$ cat src/rtl/i3c_pkg.sv
// Shared types and constants for the I3C target transaction interface.
// Holds the RX descriptor layout and the RX packer state encoding.
package i3c_pkg;

   localparam int unsigned TtiRxDescLenWidth  = 16;
   localparam int unsigned TtiRxDescLenOvfBit = 16;

   // RX descriptor as written into the TTI RX descriptor queue, MSB first
   typedef struct packed {
      logic        err;
      logic [13:0] reserved;
      logic        overflow;
      logic [15:0] len;
   } tti_rx_desc_t;

   typedef enum logic [1:0] {
      IDLE,
      COLLECT,
      FLUSH,
      DESC
   } tti_rx_packer_state_e;

endpackage

$ cat src/rtl/tti_rx_packer.sv
// Byte-to-word packer and RX descriptor generator for the TTI RX path.
// Bytes of a private write are packed little-endian into 32-bit words; at
// the end of the transfer one descriptor with the byte count is written.
// Optional feature macro: TTI_RX_DESC_ERR_EN adds err_i and reports a
// sticky per-transfer error in descriptor bit 31.
module tti_rx_packer
   import i3c_pkg::*;
#(
   parameter int unsigned RxDataWidth     = 32,
   parameter int unsigned RxDescDataWidth = 32,
   parameter int unsigned LenWidth        = 16
) (
   input  logic                       clk_i,
   input  logic                       rst_ni,
   input  logic                       xfer_start_i,
   input  logic                       xfer_end_i,
   input  logic                       byte_valid_i,
   input  logic [7:0]                 byte_i,
   output logic                       byte_ready_o,
`ifdef TTI_RX_DESC_ERR_EN
   input  logic                       err_i,
`endif
   output logic                       rx_queue_wvalid_o,
   output logic [RxDataWidth-1:0]     rx_queue_wdata_o,
   input  logic                       rx_queue_wready_i,
   output logic                       rx_desc_queue_wvalid_o,
   output logic [RxDescDataWidth-1:0] rx_desc_queue_wdata_o,
   input  logic                       rx_desc_queue_wready_i,
   output logic                       busy_o
);

   tti_rx_packer_state_e state_q, state_d;

   logic [RxDataWidth-1:0]     word_q, word_d;
   logic [1:0]                 lane_q, lane_d;
   logic [LenWidth-1:0]        count_q, count_d;
   logic                       ovf_q, ovf_d;
   logic                       word_pending_q, word_pending_d;
   logic                       end_pending_q, end_pending_d;
   logic                       err_q, err_d;
   logic                       wvalid_d;
   logic                       desc_wvalid_d;
   logic [RxDescDataWidth-1:0] desc_data_d;
   logic                       load_desc;
   logic                       accept;
   logic                       word_hs;
   logic                       desc_hs;
   tti_rx_desc_t               desc_s;

   assign word_hs = rx_queue_wvalid_o & rx_queue_wready_i;
   assign desc_hs = rx_desc_queue_wvalid_o & rx_desc_queue_wready_i;

   // The data word register drives the queue directly, so the data output
   // is registered and holds still while a word waits for its handshake.
   assign rx_queue_wdata_o = word_q;

   // Ready depends only on state registers so there is no input-to-output path.
   assign byte_ready_o = (state_q == COLLECT) && !word_pending_q;

   // State register.
   always_ff @(posedge clk_i) begin
      if (!rst_ni) begin
         state_q <= IDLE;
      end else begin
         state_q <= state_d;
      end
   end

   // Next-state, packing and output decode; a byte arriving with the end
   // pulse is packed first, then the end decision sees the updated lane.
   always_comb begin
      state_d        = state_q;
      word_d         = word_q;
      lane_d         = lane_q;
      count_d        = count_q;
      ovf_d          = ovf_q;
      word_pending_d = word_pending_q;
      end_pending_d  = end_pending_q;
      err_d          = err_q;
      wvalid_d       = rx_queue_wvalid_o;
      desc_wvalid_d  = rx_desc_queue_wvalid_o;
      desc_data_d    = rx_desc_queue_wdata_o;
      load_desc      = 1'b0;
      accept         = 1'b0;

      case (state_q)
         IDLE: begin
            if (xfer_start_i) begin
               state_d        = COLLECT;
               word_d         = '0;
               lane_d         = '0;
               count_d        = '0;
               ovf_d          = 1'b0;
               word_pending_d = 1'b0;
               end_pending_d  = 1'b0;
               err_d          = 1'b0;
            end
         end

         COLLECT: begin
            accept = byte_valid_i && !word_pending_q;
            if (accept) begin
               word_d[8*lane_q +: 8] = byte_i;
               lane_d = lane_q + 2'd1;
               if (count_q == '1) begin
                  ovf_d = 1'b1;
               end else begin
                  count_d = count_q + LenWidth'(1);
               end
               if (lane_q == 2'd3) begin
                  word_pending_d = 1'b1;
                  wvalid_d       = 1'b1;
               end
            end
            if (word_hs) begin
               word_pending_d = 1'b0;
               wvalid_d       = 1'b0;
               word_d         = '0;
            end
`ifdef TTI_RX_DESC_ERR_EN
            if (err_i) begin
               err_d = 1'b1;
            end
`endif
            if (xfer_end_i) begin
               end_pending_d = 1'b1;
            end
            if (end_pending_d && !word_pending_d) begin
               if (lane_d != 2'd0) begin
                  state_d  = FLUSH;
                  wvalid_d = 1'b1;
               end else begin
                  state_d       = DESC;
                  desc_wvalid_d = 1'b1;
                  load_desc     = 1'b1;
               end
            end
         end

         FLUSH: begin
            if (word_hs) begin
               state_d       = DESC;
               wvalid_d      = 1'b0;
               word_d        = '0;
               desc_wvalid_d = 1'b1;
               load_desc     = 1'b1;
            end
         end

         DESC: begin
            if (desc_hs) begin
               state_d       = IDLE;
               desc_wvalid_d = 1'b0;
               desc_data_d   = '0;
            end
         end

         default: begin
            state_d = IDLE;
         end
      endcase

      desc_s          = '0;
      desc_s.len      = TtiRxDescLenWidth'(count_d);
      desc_s.overflow = ovf_d;
      desc_s.err      = err_d;
      if (load_desc) begin
         desc_data_d = desc_s;
      end
   end

   // Datapath and registered outputs; reset drops any partial word and
   // any pending descriptor.
   always_ff @(posedge clk_i) begin
      if (!rst_ni) begin
         word_q                 <= '0;
         lane_q                 <= '0;
         count_q                <= '0;
         ovf_q                  <= 1'b0;
         word_pending_q         <= 1'b0;
         end_pending_q          <= 1'b0;
         rx_queue_wvalid_o      <= 1'b0;
         rx_desc_queue_wvalid_o <= 1'b0;
         rx_desc_queue_wdata_o  <= '0;
         busy_o                 <= 1'b0;
      end else begin
         word_q                 <= word_d;
         lane_q                 <= lane_d;
         count_q                <= count_d;
         ovf_q                  <= ovf_d;
         word_pending_q         <= word_pending_d;
         end_pending_q          <= end_pending_d;
         rx_queue_wvalid_o      <= wvalid_d;
         rx_desc_queue_wvalid_o <= desc_wvalid_d;
         rx_desc_queue_wdata_o  <= desc_data_d;
         busy_o                 <= (state_d != IDLE);
      end
   end

`ifdef TTI_RX_DESC_ERR_EN
   // Sticky per-transfer bus error latch.
   always_ff @(posedge clk_i) begin
      if (!rst_ni) begin
         err_q <= 1'b0;
      end else begin
         err_q <= err_d;
      end
   end
`else
   assign err_q = 1'b0;
`endif

endmodule
$ cat config.mk
export PLATFORM = sky130hd
export DESIGN_NAME = tti_rx_packer
export DESIGN_NICKNAME = d
export VERILOG_FILES = /design/src/rtl/i3c_pkg.sv /design/src/rtl/tti_rx_packer.sv
export SDC_FILE = /design/constraint.sdc
export NUM_CORES = 1
export LEC_CHECK = 0
export CORE_ASPECT_RATIO = 1.2
export CORE_MARGIN = 3
export CORE_UTILIZATION = 56
export CTS_BUF_LIST = sky130_fd_sc_hd__clkbuf_8
export CTS_CLUSTER_DIAMETER = 50
export DETAILED_ROUTE_END_ITERATION = 8
export PLACE_DENSITY = 0.95
export REMOVE_ABC_BUFFERS = 1
export SYNTH_ARGS = -nofsm -noshare
export SYNTH_HDL_FRONTEND = slang
export SYNTH_SLANG_ARGS = --single-unit
$ cat constraint.sdc
create_clock -name clk_i -period 7.4 [get_ports clk_i]
set_input_delay 1.11 -clock clk_i [delete_from_list [all_inputs] [get_ports clk_i]]
set_output_delay 1.11 -clock clk_i [all_outputs]
set_load 0.02 [all_outputs]
==> flow_metrics.py, run 1 <==
metrics = {
    "power_and_ir_drop": {
        "powerDensity_mw_per_mm2": 249.4,
        "power.total_uw": 1125,
        "power.static_leakage_uw": 0.001631,
        "worst_ir_drop_vdd_v": 0.0002001,
    },
    "logic_synthesis": {
        "synth_area_leaders": "dfxtp_1 (41%), a22oi_1 (5.5%), nor2_1 (5.4%)",
        "synth_seq_cells": 75,
        "synthDominantCellAreaShare": 0.4108,
        "ys.flop_type": "dfxtp_1",
        "synth_seq_area_share": 0.4108,
        "mappedNetlistArea_mm2": 0.003655,
        "syn_inst": 417,
        "ys_async_sr_fraction": 0,
        "netlist.top_cell.by_area": "dfxtp_1",
        "synth_enable_flop_cells": 0,
        "postSynthAreaPerCell_um2": 8.764,
        "ys.warnings.count": 0,
        "synth.lib_cells_used.distinct": 62,
    },
    "sta": {
        "setup_viol": 0,
        "post-route-min-period_ps": 3586,
        "slew_headroom": 0.05436,
        "final.setup_skew_ps": 5.434,
        "timing.setup.tns_ps": 0,
        "fin_crit_sh": 0.4846,
        "final_critical_path_setup_slack_ps": 3814,
        "unrepaired_setup_endpoints_after_global_routing": "false",
        "worstMarginPinSlew_ps": 1407,
        "final_hold_viols": 0,
        "clock.fmax_mhz": 278.9,
        "finalMaxSlewViolations": 0,
    },
    "clocking": {
        "worst_skew_pair_latency_ps": 360,
        "cts_hold_repair.buffers": 0,
        "cts-root-buf": "clkbuf_8",
        "clock_sink_count": 75,
        "cts-buffers-inserted": 9,
        "tritoncts": "done",
        "cts_max_level": 3,
        "clock_tree.buffer_depth": 2,
        "path_clk_slew_ps": 80,
        "ctsResizeCount": 0,
        "cts_setup_buffers": 0,
    },
    "floorplanning": {
        "die_h_um": 94.50,
        "fp.dieW_um": 79.75,
        "placement_rows": 31,
        "floorplan.initialDensity": 0.5926,
        "design.core.area_mm2": 0.006167,
        "die_area_mm2": 0.007536,
        "num_io_pins": 83,
    },
    "detailed_routing": {
        "detail_route.vias_per_cell": 6.126,
        "drt-pass1-iter-count": 6,
        "dr_total_vias": 3461,
        "avgRoutedWirePerCell_um": 17.18,
        "drt-initial-drc-count": 304,
        "final_antenna_net_count": 0,
        "routed_wl_um": 9706,
        "drc": 0,
    },
    "place": {
        "place.gp.congestion": 0.8845,
        "dp_slack_ps": 3769,
        "io_buffer_count": 67,
        "detailed_place_hpwl_um": 6548,
    },
    "global_route": {
        "antenna_found_initial": 0,
        "gr-total-overflow": 0,
        "grt.total_usage": 0.2689,
        "number_of_global_route_vias_before_repair": 3384,
        "grt_start_max_net_pins": 51,
        "grt_pass1_wl_um": 15960,
    },
    "finish": {
        "diodes": 0,
        "area_delta_synth_final_pct": 23.38,
        "layout-drive-gt1-share": 0.08075,
        "filler_cell_count": 425,
        "postLayoutCoreUtil": 0.7312,
        "final_nets": 503,
        "multi_input_area_mm2": 0.001956,
        "area_used_by_sequential_logic_in_the_layout_mm2": 0.001501,
    },
    "setup_path": {
        "crit_family": "buffers and inverters",
        "critPathMaxStageDelay_ps": 630,
        "path_depth": 6,
        "end_kind": "output pin",
        "critical-path-slowest-cell": "clkdlybuf4s50_1",
        "worstPathBufferInverterCount": 4,
        "critPathKind": "flip-flop to output pin",
        "cp_cell_sequence": "inv_1 -> ha_1 -> buf_4 -> clkinv_1 -> nor2_1 -> clkdlybuf4s50_1",
        "worstRegToRegCells": 6,
        "setup.worst_path.start_class": "flip-flop",
        "cp.arrival_ps": 2480,
        "timing.critical_path.required_ps": 6290,
        "cp_max_fo": 33,
    },
    "worst_hold_path": {
        "classification_of_the_worst_slack_hold_path": "flip-flop to flip-flop",
        "hold-path-cell-count": 1,
    },
    "flow_run": {
        "maxCapViolCount": 0,
    },
    "outcome": {
        "result_of_the_run": "completed",
    },
}
## per-stage QoR
step	cells	hold slack, ps	instance area (um^2)
floorplan	396	453.1	3507
global placement	549	445.5	4317
detailed placement	549	450.2	4317
CTS	565	471.3	4509
global route	565	484.5	4509
finish	565	464.5	4509
## per-layer routing
metal  vias to the layer above  share of wire  global-route usage
met5                         -              0                   0
met1                      1638           0.40              0.3033
met4                         0          0.020              0.1296
li1                       1630              -                   -
met3                        23          0.085             0.09065
met2                       170           0.50              0.4540
## final timing paths
kind                            start                  endpoint  slack, ps
min          rx_desc_queue_wdata_o[3]  rx_desc_queue_wdata_o[3]        460
max reg2reg                state_q[0]       rx_queue_wdata_o[3]       4590
max                        state_q[1]              byte_ready_o       3810
min reg2reg  rx_desc_queue_wdata_o[3]  rx_desc_queue_wdata_o[3]        460
## placed cells by master, fill, tap and decap left out, types with 10 or more instances in the layout
cell / instances
nand3_1: 17
inv_1: 14
dfxtp_1: 75
nand2_1: 24
conb_1: 15
nor3_1: 11
a22oi_1: 27
clkdlybuf4s50_1: 67
a21oi_1: 22
ha_1: 10
nor2_1: 53
nand2b_1: 11
nor4_1: 10
## cells by family (layout without fill, tap and decap cells)
group,Yosys count,count (layout),synth area share
AO/OA/AOI/OAI,115,115,0.2301
adder cells (fa/ha/maj),10,10,0.03423
buffers and inverters,50,102,0.07018
flip-flops,75,75,0.4108
multiplexers,3,3,0.008559
other,1,15,0.001026
AND/OR/NAND/NOR,163,163,0.2451
## final cells by class
type,count,share of cell area
Clock buffer,9,0.02747
Clock inverter,7,0.01526
Inverter,15,0.01249
Multi-Input combinational cell,306,0.4337
Sequential cell,75,0.3330
Tap cell,82,0.02275
Timing Repair Buffer,71,0.1554
## synth_stat cells (3+ instances only)
cell / n
a2111o_1: 3
a21boi_0: 3
a21o_1: 3
a21oi_1: 22
a22o_1: 7
a22oi_1: 27
a31oi_1: 9
a32oi_1: 3
and2_1: 4
buf_2: 4
buf_4: 15
clkbuf_1: 14
dfxtp_1: 75
ha_1: 10
inv_1: 14
nand2_1: 24
nand2b_1: 11
nand3_1: 17
nand3b_1: 4
nand4_1: 3
nor2_1: 53
nor2b_1: 3
nor3_1: 11
nor4_1: 11
o21ai_0: 8
o22ai_1: 4
o2bb2ai_1: 8
## power by group
part           switching [uW]  internal [uW]
registers                19.9            424
clock network             160            154
logic                     244            123
## worst register-to-register path: stages, from the launching register on
cell	delay (ps)
dfxtp_1	430
inv_1	120
ha_1	350
nor2b_1	280
nor4_2	1190
nand3_1	190
a21oi_1	190
## state kept, by name, summed over array words and instances, names as in the netlist
signal,count
rx_desc_queue_wdata_o,17
ovf_q,1
word_pending_q,1
busy_o,1
rx_queue_wdata_o,32
lane_q,2
count_q,16
rx_queue_wvalid_o,1
end_pending_q,1
state_q,2
rx_desc_queue_wvalid_o,1
Power figures use the tool's default switching activity.
==> inputs of run 2 (changes only) <==
--- a/config.mk
+++ b/config.mk
@@ -7,11 +7,11 @@
 export LEC_CHECK = 0
 export CORE_ASPECT_RATIO = 1.2
 export CORE_MARGIN = 3
-export CORE_UTILIZATION = 56
+export CORE_UTILIZATION = 52
 export CTS_BUF_LIST = sky130_fd_sc_hd__clkbuf_8
 export CTS_CLUSTER_DIAMETER = 50
 export DETAILED_ROUTE_END_ITERATION = 8
-export PLACE_DENSITY = 0.95
+export PLACE_DENSITY = 0.89
 export REMOVE_ABC_BUFFERS = 1
 export SYNTH_ARGS = -nofsm -noshare
 export SYNTH_HDL_FRONTEND = slang
==> constraint.sdc (replaced) <==
create_clock -name clk_i -period 3.5 [get_ports clk_i]
set_input_delay 0.525 -clock clk_i [delete_from_list [all_inputs] [get_ports clk_i]]
set_output_delay 0.525 -clock clk_i [all_outputs]
set_load 0.02 [all_outputs]
==> flow_metrics.py, run 2 (synthesis gave the netlist of run 1 again) <==
metrics = {
    "outcome": {
        "result_of_the_run": "completed",
    },
    "floorplanning": {
        "die_area_mm2": 0.008074,
        "placement_rows": 32,
        "fp.dieW_um": 82.53,
        "floorplan.initialDensity": 0.5532,
        "design.core.area_mm2": 0.006606,
        "num_io_pins": 83,
        "die_h_um": 97.84,
    },
    "power_and_ir_drop": {
        "power.switching_fraction": 0.3840,
        "clockPowerShare": 0.266,
        "power.combinational.fraction": 0.339,
        "power.sequential.fraction": 0.394,
        "worst_ir_drop_vdd_v": 0.0005432,
        "cellInternalPower_uw": 1469,
        "powerDensity_mw_per_mm2": 525.2,
        "switching_power_uw": 915.5,
        "power.static_leakage_uw": 0.001647,
    },
    "detailed_routing": {
        "drc": 0,
        "dr_total_vias": 3507,
        "drt-initial-drc-count": 339,
        "routed_wl_um": 9845,
        "detail_route.vias_per_cell": 6.131,
        "final_antenna_net_count": 0,
        "drt-pass1-iter-count": 5,
        "avgRoutedWirePerCell_um": 17.21,
    },
    "place": {
        "place.gp.congestion": 0.9555,
        "io_buffer_count": 67,
        "detailed_place_hpwl_um": 6886,
    },
    "setup_path": {
        "critical-path-slowest-cell": "clkdlybuf4s50_1",
        "critPathMaxStageDelay_ps": 630,
        "worstPathBufferInverterCount": 4,
        "critPathKind": "flip-flop to output pin",
        "crit_family": "buffers and inverters",
        "cp_max_fo": 32,
        "timing.critical_path.required_ps": 2970,
        "cp.arrival_ps": 2600,
        "cp_cell_sequence": "inv_1 -> ha_1 -> buf_4 -> clkinv_1 -> nor2_1 -> clkdlybuf4s50_1",
        "end_kind": "output pin",
        "setup.worst_path.start_class": "flip-flop",
    },
    "finish": {
        "layout_common_cells": "dfxtp_1 (75), clkdlybuf4s50_1 (67), nor2_1 (53)",
        "area_used_by_sequential_logic_in_the_layout_mm2": 0.001501,
        "multi_input_area_mm2": 0.001956,
        "filler_cell_count": 541,
        "final_nets": 507,
        "diodes": 0,
        "postLayoutCoreUtil": 0.6871,
        "area_delta_synth_final_pct": 24.20,
        "largest_register_ff_count": 32,
        "layout-drive-gt1-share": 0.08830,
        "mostFrequentLayoutCell": "dfxtp_1",
    },
    "clocking": {
        "cts_max_level": 3,
        "ctsResizeCount": 0,
        "clock_tree.buffer_depth": 2,
        "cts-root-buf": "clkbuf_8",
        "clock_sink_count": 75,
        "worst_skew_pair_latency_ps": 360,
        "cts-buffers-inserted": 9,
        "cts_setup_buffers": 0,
        "path_clk_slew_ps": 80,
        "cts_hold_repair.buffers": 0,
        "tritoncts": "done",
    },
    "global_route": {
        "antenna_found_initial": 0,
        "gr-total-overflow": 0,
        "grt_pass1_wl_um": 16370,
        "grt.total_usage": 0.2556,
        "number_of_global_route_vias_before_repair": 3370,
        "grt_start_max_net_pins": 51,
    },
    "sta": {
        "slew_headroom": 0.3557,
        "finalMaxSlewViolations": 0,
        "final.setup_skew_ps": 9.421,
        "final_hold_viols": 0,
        "post-route-min-period_ps": 3122,
        "timing.setup.tns_ps": 0,
        "unrepaired_setup_endpoints_after_global_routing": "false",
        "setup_viol": 0,
        "clock.fmax_mhz": 320.3,
        "fin_crit_sh": 0.8921,
        "worstMarginPinSlew_ps": 964.5,
    },
    "flow_run": {
        "maxCapViolCount": 0,
    },
    "worst_hold_path": {
        "classification_of_the_worst_slack_hold_path": "flip-flop to flip-flop",
    },
}
[run 2: cell types whose count changed in the layout (fill, tap and decap cells not counted)]
cell       change
buf_4          +4
bufinv_16      -1
clkbuf_8       +2
clkinv_2       -2
clkinv_4       +1
[run 2: power by group through the flow]
stage	clock network [uW]	logic (uW)	registers, uW
final	635	808	940
after global routing	673	873	947
after CTS	640	793	940
after detailed placement	0	789	959
after global placement	0	770	956
after floorplan	0	472	984
[run 2: routing by layer]
layer  global-route usage  up-vias  share of wire
met5                    0        -              0
met4              0.08553        0          0.021
met3              0.08579       25          0.078
met2               0.4253      154           0.51
met1               0.3032     1690           0.39
li1                     -     1638              -
[run 2: final cells by class]
class                   count  area share
clock buffers              11     0.03335
inverters                  15     0.01240
flip-flops and latches     75      0.3308
multi-input cells         306      0.4308
clock inverters             5    0.008269
well taps                  85     0.02343
repair buffers             75      0.1610
[run 2: worst paths after layout]
kind,startpoint,endpoint,slack [ps],cells past startpoint
max,state_q[1],byte_ready_o,380,6
min,rx_desc_queue_wdata_o[2],rx_desc_queue_wdata_o[2],460,1
max reg2reg,state_q[0],rx_queue_wdata_o[31],730,7
min reg2reg,rx_desc_queue_wdata_o[2],rx_desc_queue_wdata_o[2],460,1
[run 2: through the flow]
| step | cells | hold slack (ps) | power (uW) | worst slack [ps] | instance area [um^2] |
|---|---|---|---|---|---|
| 3_5_place_dp | 556 | 449.6 | 1748 | 564.0 | 4350 |
| 5_1_grt | 572 | 484.2 | 2493 | 233.5 | 4539 |
| 6_report | 572 | 463.5 | 2384 | 377.7 | 4539 |
| 4_1_cts | 572 | 471.2 | 2373 | 433.6 | 4539 |
| 3_3_place_gp | 556 | 445.1 | 1726 | 662.1 | 4350 |
| 2_1_floorplan | 396 | 453.1 | 1456 | 711.2 | 3507 |
==> patch (flow settings as in run 2) <==
Take the reset off `rx_desc_queue_wdata_o` and load it in a clocked block of its own.
--- a/src/rtl/tti_rx_packer.sv
+++ b/src/rtl/tti_rx_packer.sv
@@ -181,7 +181,6 @@
          end_pending_q          <= 1'b0;
          rx_queue_wvalid_o      <= 1'b0;
          rx_desc_queue_wvalid_o <= 1'b0;
-         rx_desc_queue_wdata_o  <= '0;
          busy_o                 <= 1'b0;
       end else begin
          word_q                 <= word_d;
@@ -192,9 +191,12 @@
          end_pending_q          <= end_pending_d;
          rx_queue_wvalid_o      <= wvalid_d;
          rx_desc_queue_wvalid_o <= desc_wvalid_d;
-         rx_desc_queue_wdata_o  <= desc_data_d;
          busy_o                 <= (state_d != IDLE);
       end
+   end
+
+   always_ff @(posedge clk_i) begin
+      rx_desc_queue_wdata_o <= desc_data_d;
    end
 
 `ifdef TTI_RX_DESC_ERR_EN
Formal check against the unedited RTL: differs if rst_ni is asserted again (counterexample within 4 cycles, from zero or initial values and one cycle with rst_ni low); with rst_ni held inactive, the same outputs for 10 cycles.
==> patch against run 2 <==
Total power up 8.6%; global-route usage down 1.7 points; final area about the same; sequential share of layout area up 3.8 points; combinational power up 2%; synthesized area down 0.34%; cell count down 2.4%; sequential cell count unchanged; setup slack better by 510 ps; worst hold slack worse by 3.7 ps; largest power group unchanged; wire length down 8.3%.
==> patch: results (changes against run 2) <==
Status = finished, final reports clean
Critical path arrival = 2720 ps (+120 ps)
Number of global-route vias before repair = 3210 (-4.7%)
CTS Buffer Depth = 2 (unchanged)
Post-synth top flop = dfxtp_1
Largest cells by area after synthesis = dfxtp_1 (32%), edfxtp_1 (14%), nor2_1 (6.3%)
Cell depth of the worst hold path = 2 (+1)
Nets = 493 (-2.8%)
Unique cell type count in the Yosys netlist = 65 (+4.8%)
Drt first-iter violations = 271 (-20%)
Number of fill cells = 530 (-2.0%)
Peak VDD IR = 0.000374 V (-31%)
RR Startpoint = lane_q[0]$_SDFFE_PN0P_
Post-DP HPWL = 6.50 mm (-5.7%)
Worst Path Max Fanout = 15 (-53%)
DR pass1 iterations = 6 (+1)
Reg2reg path depth = 9 (+2)
Skew final = 9.26 ps (-0.163 ps)
Setup WS pre-CTS = 639 ps (+75.4 ps)
DP Area = 4300 um2 (-1.1%)
Slew headroom = 56.7% (+21 points)
First-pass GRT wire length = 15.1 mm (-8.0%)
Share of cells above drive strength 1 = 8.46% (-0.37 points)
Vias = 3314 (-5.5%)
Number of flops mapped to enable cells by yosys = 17 (+17)
Cell count after synthesis = 400 (-4.1%)
Cts repair resizes = 0 (unchanged)
Worst setup path start = byte_valid_i
Top post-synthesis cells by count = nor2_1 (61), dfxtp_1 (58), nand2_1 (31)
Hold_sp = rx_queue_wdata_o[1]$_SDFFE_PN0P_
Final wirelength = 9.02 mm (-8.3%)
Largest net degree at the start of global routing = 35 (-31%)
Total Routing Usage GR = 23.9% (-1.7 points)
Sequential share of the synthesized area = 45.9% (+4.8 points)
## patch: critical path, cell delays in order
cell,delay [ps]
clkdlybuf4s50_1,580
nand2b_4,160
or4_1,670
o311ai_1,430
o211ai_1,190
nor2b_1,170
## patch: cells by family after synthesis
group	synth area share, %
and+or+nand+nor	23.3
AOI/OAI and AO/OA	19.2
DFF	45.9
buffers and inverters	7.18
adders and majority gates	3.44
muxes	0.859
other	0.103
## patch: final timing paths
kind / endpoint / slack [ps]
min reg2reg: rx_queue_wdata_o[1]$_SDFFE_PN0P_ / 460
min: rx_queue_wdata_o[1]$_SDFFE_PN0P_ / 460
max reg2reg: rx_desc_queue_wdata_o[1]$_SDFFCE_PN0P_ / 900
max: rx_desc_queue_wdata_o[11]$_SDFFCE_PN0P_ / 890
## patch: power by group
group          internal, mW  switching [mW]
Combinational         0.284           0.544
Sequential            0.944          0.0436
Clock                 0.466           0.308
## patch: final cells by class
| class | count | area (um2) | share of cell area, % |
|---|---|---|---|
| flip-flops and latches | 75 | 1670 | 36.9 |
| multi-input cells | 296 | 1760 | 38.8 |
| clock inverters | 7 | 108 | 2.37 |
| clock buffers | 9 | 124 | 2.73 |
| inverters | 13 | 48.8 | 1.08 |
| repair buffers | 73 | 716 | 15.8 |
| well taps | 85 | 106 | 2.34 |
## patch: per-layer routing
metal / wire [um] / vias to the layer above / track usage, %
met5: 0 / - / 0
met4: 178 / 0 / 8.95
met3: 784 / 22 / 7.79
met2: 4700 / 169 / 40.7
met1: 3360 / 1563 / 26.8
li1: - / 1560 / -
